--- config.mk ---
export PLATFORM = sky130hd
export DESIGN_NAME = audio_src_arbiter
export DESIGN_NICKNAME = d
export VERILOG_FILES = /design/src/rtl/audio_pkg.sv /design/src/rtl/audio_rr_picker.sv /design/src/rtl/audio_src_arbiter.sv
export SDC_FILE = /design/constraint.sdc
export NUM_CORES = 1
export LEC_CHECK = 0
export ABC_AREA = 1
export CELL_PAD_IN_SITES_DETAIL_PLACEMENT = 0
export CELL_PAD_IN_SITES_GLOBAL_PLACEMENT = 2
export CORE_AREA = 5 5 122 153
export CTS_CLUSTER_DIAMETER = 150
export DETAILED_ROUTE_END_ITERATION = 8
export DIE_AREA = 0 0 127 158
export PLACE_DENSITY_LB_ADDON = 0.1
export SETUP_SLACK_MARGIN = 0.2
export SYNTH_ARGS = -nofsm -noshare
export SYNTH_HDL_FRONTEND = slang
export SYNTH_SLANG_ARGS = --single-unit
export TNS_END_PERCENT = 20
--- constraint.sdc ---
create_clock -name clk -period 2.5 [get_ports clk]
set_input_delay 0.75 -clock clk [delete_from_list [all_inputs] [get_ports clk]]
set_output_delay 0.75 -clock clk [all_outputs]
set_load 0.02 [all_outputs]
--- src/rtl/audio_pkg.sv ---
// Shared types for the audio source arbiter: default sample width, {L,R} frame, FSM states.
package audio_pkg;

    localparam int AUDIO_WIDTH_DFLT = 16;

    typedef logic [2*AUDIO_WIDTH_DFLT-1:0] frame_t;

    typedef enum logic {
        IDLE  = 1'b0,
        SERVE = 1'b1
    } state_t;

endpackage

--- src/rtl/audio_rr_picker.sv ---
// Combinational round-robin picker: first requester at or after ptr+1, wrapping.
module audio_rr_picker #(
    parameter int NUM_SRC = 4,
    parameter int PW      = 2
) (
    input  logic [NUM_SRC-1:0] req,
    input  logic [PW-1:0]      ptr,
    output logic [NUM_SRC-1:0] gnt,
    output logic [PW-1:0]      index,
    output logic               any
);

    logic [PW-1:0] w_cand;

    // Scan from farthest to nearest so the nearest requester after ptr overwrites last.
    always_comb begin
        gnt    = '0;
        index  = '0;
        w_cand = '0;
        for (int unsigned k = NUM_SRC; k >= 1; k--) begin
            w_cand = PW'((32'(ptr) + k) % NUM_SRC);
            if (req[w_cand]) begin
                gnt         = '0;
                gnt[w_cand] = 1'b1;
                index       = w_cand;
            end
        end
    end

    assign any = |req;

endmodule

--- src/rtl/audio_src_arbiter.sv ---
// Round-robin arbiter of NUM_SRC stereo sources into one audio FIFO write port.
// Optional idle silence-frame insertion when AUDIO_ARB_SILENCE_EN is defined.
module audio_src_arbiter
    import audio_pkg::*;
#(
    parameter int AUDIO_WIDTH = AUDIO_WIDTH_DFLT,
    parameter int NUM_SRC     = 4,
    parameter int BURST       = 8,
    parameter int SILENCE_GAP = 1000
) (
    input  logic                           clk,
    input  logic                           resetn,
    input  logic [NUM_SRC*2*AUDIO_WIDTH-1:0] src_data,
    input  logic [NUM_SRC-1:0]             src_valid,
    output logic [NUM_SRC-1:0]             src_ready,
    input  logic [NUM_SRC-1:0]             src_mask,
    output logic [2*AUDIO_WIDTH-1:0]       out_data,
    output logic                           out_en,
    input  logic                           out_full,
    output logic [NUM_SRC-1:0]             grant,
    output logic                           busy
);

    localparam int FW = 2 * AUDIO_WIDTH;
    localparam int PW = (NUM_SRC > 1) ? $clog2(NUM_SRC) : 1;
    localparam int BW = (BURST > 1) ? $clog2(BURST) : 1;
    localparam logic [BW-1:0] BURST_LAST = BW'(BURST - 1);
    localparam logic [PW-1:0] PTR_RST    = PW'(NUM_SRC - 1);

    state_t               r_state, w_state_nxt;
    logic [NUM_SRC-1:0]   r_grant, w_grant_nxt;
    logic [PW-1:0]        r_gidx, w_gidx_nxt;
    logic [PW-1:0]        r_ptr, w_ptr_nxt;
    logic [BW-1:0]        r_burst, w_burst_nxt;
    logic                 r_out_en, w_out_en_nxt;
    logic [FW-1:0]        r_out_data, w_out_data_nxt;

    logic [FW-1:0]        w_frame [NUM_SRC];
    logic [NUM_SRC-1:0]   w_req;
    logic [NUM_SRC-1:0]   w_pick_gnt;
    logic [PW-1:0]        w_pick_idx;
    logic                 w_pick_any;
    logic                 w_xfer;
    logic                 w_release;

`ifdef AUDIO_ARB_SILENCE_EN
    localparam int SW = (SILENCE_GAP > 1) ? $clog2(SILENCE_GAP) : 1;
    localparam logic [SW-1:0] SIL_LAST = SW'(SILENCE_GAP - 1);
    logic [SW-1:0]        r_sil, w_sil_nxt;
`else
    logic                 w_unused_gap;
    assign w_unused_gap = (SILENCE_GAP != 0);
`endif

    for (genvar g = 0; g < NUM_SRC; g++) begin : g_unpack
        assign w_frame[g] = src_data[g*FW +: FW];
    end

    assign w_req = src_valid & src_mask;

    audio_rr_picker #(
        .NUM_SRC (NUM_SRC),
        .PW      (PW)
    ) u_picker (
        .req   (w_req),
        .ptr   (r_ptr),
        .gnt   (w_pick_gnt),
        .index (w_pick_idx),
        .any   (w_pick_any)
    );

    // Mask is folded into ready, so a same-cycle mask drop blocks the transfer and releases.
    assign src_ready = (r_state == SERVE && !out_full) ? (r_grant & src_mask) : '0;
    assign w_xfer    = |(src_ready & src_valid);
    assign w_release = (r_state == SERVE) &&
                       ((w_xfer && r_burst == BURST_LAST) ||
                        !src_valid[r_gidx] || !src_mask[r_gidx]);

    always_comb begin
        w_state_nxt    = r_state;
        w_grant_nxt    = r_grant;
        w_gidx_nxt     = r_gidx;
        w_ptr_nxt      = r_ptr;
        w_burst_nxt    = r_burst;
        w_out_en_nxt   = 1'b0;
        w_out_data_nxt = r_out_data;
`ifdef AUDIO_ARB_SILENCE_EN
        w_sil_nxt      = '0;
`endif
        case (r_state)
            IDLE: begin
                if (w_pick_any) begin
                    w_state_nxt = SERVE;
                    w_grant_nxt = w_pick_gnt;
                    w_gidx_nxt  = w_pick_idx;
                    w_burst_nxt = '0;
                end
`ifdef AUDIO_ARB_SILENCE_EN
                else if (!out_full) begin
                    if (r_sil == SIL_LAST) begin
                        w_out_en_nxt   = 1'b1;
                        w_out_data_nxt = '0;
                    end else begin
                        w_sil_nxt = r_sil + 1'b1;
                    end
                end
`endif
            end
            SERVE: begin
                if (w_xfer) begin
                    w_out_en_nxt   = 1'b1;
                    w_out_data_nxt = w_frame[r_gidx];
                    w_burst_nxt    = r_burst + 1'b1;
                end
                if (w_release) begin
                    w_state_nxt = IDLE;
                    w_ptr_nxt   = r_gidx;
                    w_grant_nxt = '0;
                end
            end
            default: w_state_nxt = IDLE;
        endcase
    end

    always_ff @(posedge clk or negedge resetn) begin
        if (!resetn) begin
            r_state    <= IDLE;
            r_grant    <= '0;
            r_gidx     <= '0;
            r_ptr      <= PTR_RST;
            r_burst    <= '0;
            r_out_en   <= 1'b0;
            r_out_data <= '0;
`ifdef AUDIO_ARB_SILENCE_EN
            r_sil      <= '0;
`endif
        end else begin
            r_state    <= w_state_nxt;
            r_grant    <= w_grant_nxt;
            r_gidx     <= w_gidx_nxt;
            r_ptr      <= w_ptr_nxt;
            r_burst    <= w_burst_nxt;
            r_out_en   <= w_out_en_nxt;
            r_out_data <= w_out_data_nxt;
`ifdef AUDIO_ARB_SILENCE_EN
            r_sil      <= w_sil_nxt;
`endif
        end
    end

    assign out_en   = r_out_en;
    assign out_data = r_out_data;
    assign grant    = r_grant;
    assign busy     = (r_state == SERVE);

endmodule
==> metrics.md <==
| Metric | Value |
|---|---|
| Final wirelength | 14200 um |
| Worst hold path type | input pin to asynchronous set/reset pin |
| Switching part of the total | about half |
| Final period util | 92.4% |
| Synth area leaders | dfrtp_1, nor2_1, o21ai_0 |
| Total GRT Usage | 14.1% |
| Number of setup violations in the final report | 0 |
| Site Rows | 54 |
| GP Congestion | 0.804 |
| Chip width | 127 um |
| H-Tree Depth | 2 |
| Cell taking the most area after synthesis | dfrtp_1 |
| Root buffer cell | clkbuf_16 |
| Most used DFF post-synth | dfrtp_1 |
| Hold-fix buffer count after cts | 0 |
| Clock Power Share | 12.1% |
| Starting Density | approximately 18% |
| Status | finished, final reports clean |
| Via density | between 4 and 5 |
| CP Data Required Time | 1.75 ns |
| Final Max Tran Viols | 0 |
| Inserted Clock Buffers | 5 |
| Synth async-reset ratio | 100% |
| Post-layout minimum cycle time | 2.31 ns |
| Clock slew at reported path FFs | 0.07 ns |
| Critical path class | input pin to output port |
| Initial antenna violation count | 0 |
| VDD IR max | around 0.00033 V |
| Number of buffer cells added on primary ports | 180 |
| Vias in the first global route | just under 4000 |
| Number of diodes | 0 |
| Leak | ~2.2 nW |
| Skew final | a little over 0.004 ns |
| Slew Limit Headroom | 67.7% |
| Int Pwr | 3.12 mW |
| Critical path endpoint category | output port |
| Vias after detailed routing | 3753 |
| Share of cells above drive strength 1 | 8.40% |
| Count leader, synth | nor2_1 |
| Share of power burned in registers | between 20% and 30% |
| CP Launch Type | input pin |
| DP HPWL | 10800 um |
| FF+latch count, synth | 45 |
| Top cells by count, synth | nor2_1, o21ai_0, nand2_1 |
| First-pass GRT wire length | 21900 um |
| Worst-Skew Late Latency | between 0.2 and 0.3 ns |
| Total Power | 6.01 mW |
| Synth cell types | 24 |
| DR DRC count | 0 |
| Avg Cell Area, Syn | between 6 and 7 um2 |
| Dpl ws | -0.358 ns |
| Slew @ Worst Pin | 0.485 ns |
| F_max | between 400 and 500 MHz |
| Io pins | 181 |
| Post-synth EDFFs | 0 |
| First-pass detailed-route iteration total | 4 |
| Clock sink count | 45 |
| Maximum fanout along the worst path | 2 |
| Initial DRC count | 109 |
| Area Overhead vs Synth | 70.9% |
| Worst Path Arrival | 1.56 ns |
| # nets final | 799 |
| DIE HEIGHT | 158 um |
| Largest net degree at the start of global routing | 42 |
| Yosys warns | 0 |
| CTS tree | done |
| Core ar. | 0.0172 mm2 |
| Top cell type's share of synthesized area | 33.9% |
| ANT nets after route | 0 |
| Remaining global-route overflow | 0 |
| DIE AREA | ~0.02 mm2 |
| Unrepaired setup endpoints after global routing | true |
| Routed length per instance | 16.1 um |
| Psw | 2.90 mW |
| Post-CTS Setup Bufs | 0 |
| Max Root-Sink Buffers | 2 |
| Register area share after synthesis | 35.6% |
| Post-Syn Area | ~0.0032 mm2 |
| Mapped Cells | ~480 |
| Final setup margin | 0.191 ns |
| Max-cap check violation count | 0 |
| Fillcell total | 1902 |
| Syn_nets | ~620 |
| PwrDens | 1110 mW/mm2 |
| Final hold viol count | 0 |
| Combinational share of power | approximately two thirds |
-- metal layers --
metal	track usage (%)	part of all wire (%)	vias up
li1	-	-	1938
met1	15.8	40	1705
met2	26.3	53	103
met3	3.88	5.9	7
met4	3.53	1.3	0
met5	0	0	-
-- kinds of logic after synthesis --
| group | after synthesis | share of synthesized area [%] |
|---|---|---|
| compound gates | 109 | 18.7 |
| mux | 1 | 0.355 |
| flops | 45 | 35.6 |
| fa+ha+maj | 6 | 2.37 |
| simple gates | 270 | 35.2 |
| buf+inv | 47 | 7.85 |
-- worst max-delay path, stage by stage --
cell	delay, ns
clkdlybuf4s50_1	0.48
nand2_1	0.09
nor2_4	0.12
buf_6	0.12
-- state kept, by name, indices dropped and copies added (netlist names) --
register  count
busy          1
r_gidx        2
r_ptr         2
r_burst       3
out_data     32
grant         4
out_en        1
-- through the flow --
step,setup TNS (ns),cells,util [%],hold slack (ns),cell area [um2]
after floorplan,0,478,-,0.454,3170
after global placement,-1.31,871,30.4,0.488,5220
after detailed placement,-1.34,871,30.4,0.493,5220
after CTS,0,879,31.6,0.391,5420
after global routing,0,879,31.6,0.401,5420
final,0,879,31.6,0.383,5420
-- path summary, 6_finish.rpt --
path | from | end | slack, ns | cells after the start
worst max-delay path | src_mask[3] | src_ready[3] | 0.19 | 4
worst min-delay path | resetn | out_en | 0.38 | 1
worst max register to register | r_ptr[1] | grant[3] | 0.47 | 10
worst min register to register | r_burst[1] | r_burst[1] | 0.51 | 1
max in group asynchronous | resetn | r_ptr[1] | 1.42 | 2
min in group clk | r_burst[1] | r_burst[1] | 0.51 | 1
-- timing repair --
item | CTS | global route
gates resized for setup | 36 | 2
endpoints found under the hold margin | 0 | 0
endpoints found under the setup margin | 4 | 3
pin swaps | 1 | 0
-- power groups by stage --
stage          sequential, mW  combinational, mW  clock (mW)
6_report                 1.35               3.93       0.725
5_1_grt                  1.40               4.42       0.788
4_1_cts                  1.36               4.02       0.765
3_5_place_dp             1.37               3.99           0
3_3_place_gp             1.36               4.01           0
2_1_floorplan            1.65               2.12           0
-- final cells by class --
class                      count  area (um2)  area share [%]
sequential                    45        1130            20.8
multi-input combinational    386        1830            33.8
clock inverter                 1        5.00          0.0923
timing repair buffer         199        1960            36.1
clock buffer                   7         153            2.82
tap                          224         280            5.17
inverter                      17        63.8            1.18
-- layout by cell type (no fill, tap or decap) --
cell type,synthesis,layout
a21oi_1,6,6
a22o_1,2,2
a31oi_1,32,32
buf_12,0,1
buf_2,10,1
buf_4,0,18
buf_6,8,4
clkbuf_16,0,5
clkbuf_8,0,2
clkdlybuf4s50_1,0,172
clkinv_2,0,1
dfrtp_1,43,42
dfrtp_2,0,1
dfstp_2,2,2
dlygate4sd2_1,0,2
dlymetal6s2s_1,0,1
ha_1,6,6
inv_1,14,13
inv_2,3,4
mux2_2,1,1
nand2_1,56,55
nand2_2,5,5
nand2_4,1,2
nand3_1,26,26
nand3_2,2,2
nand4_1,5,5
nand4_4,1,1
nor2_1,173,169
nor2_4,1,5
o21ai_0,68,68
o21ai_1,1,1
Note: power is estimated with default switching activity, not from simulation.
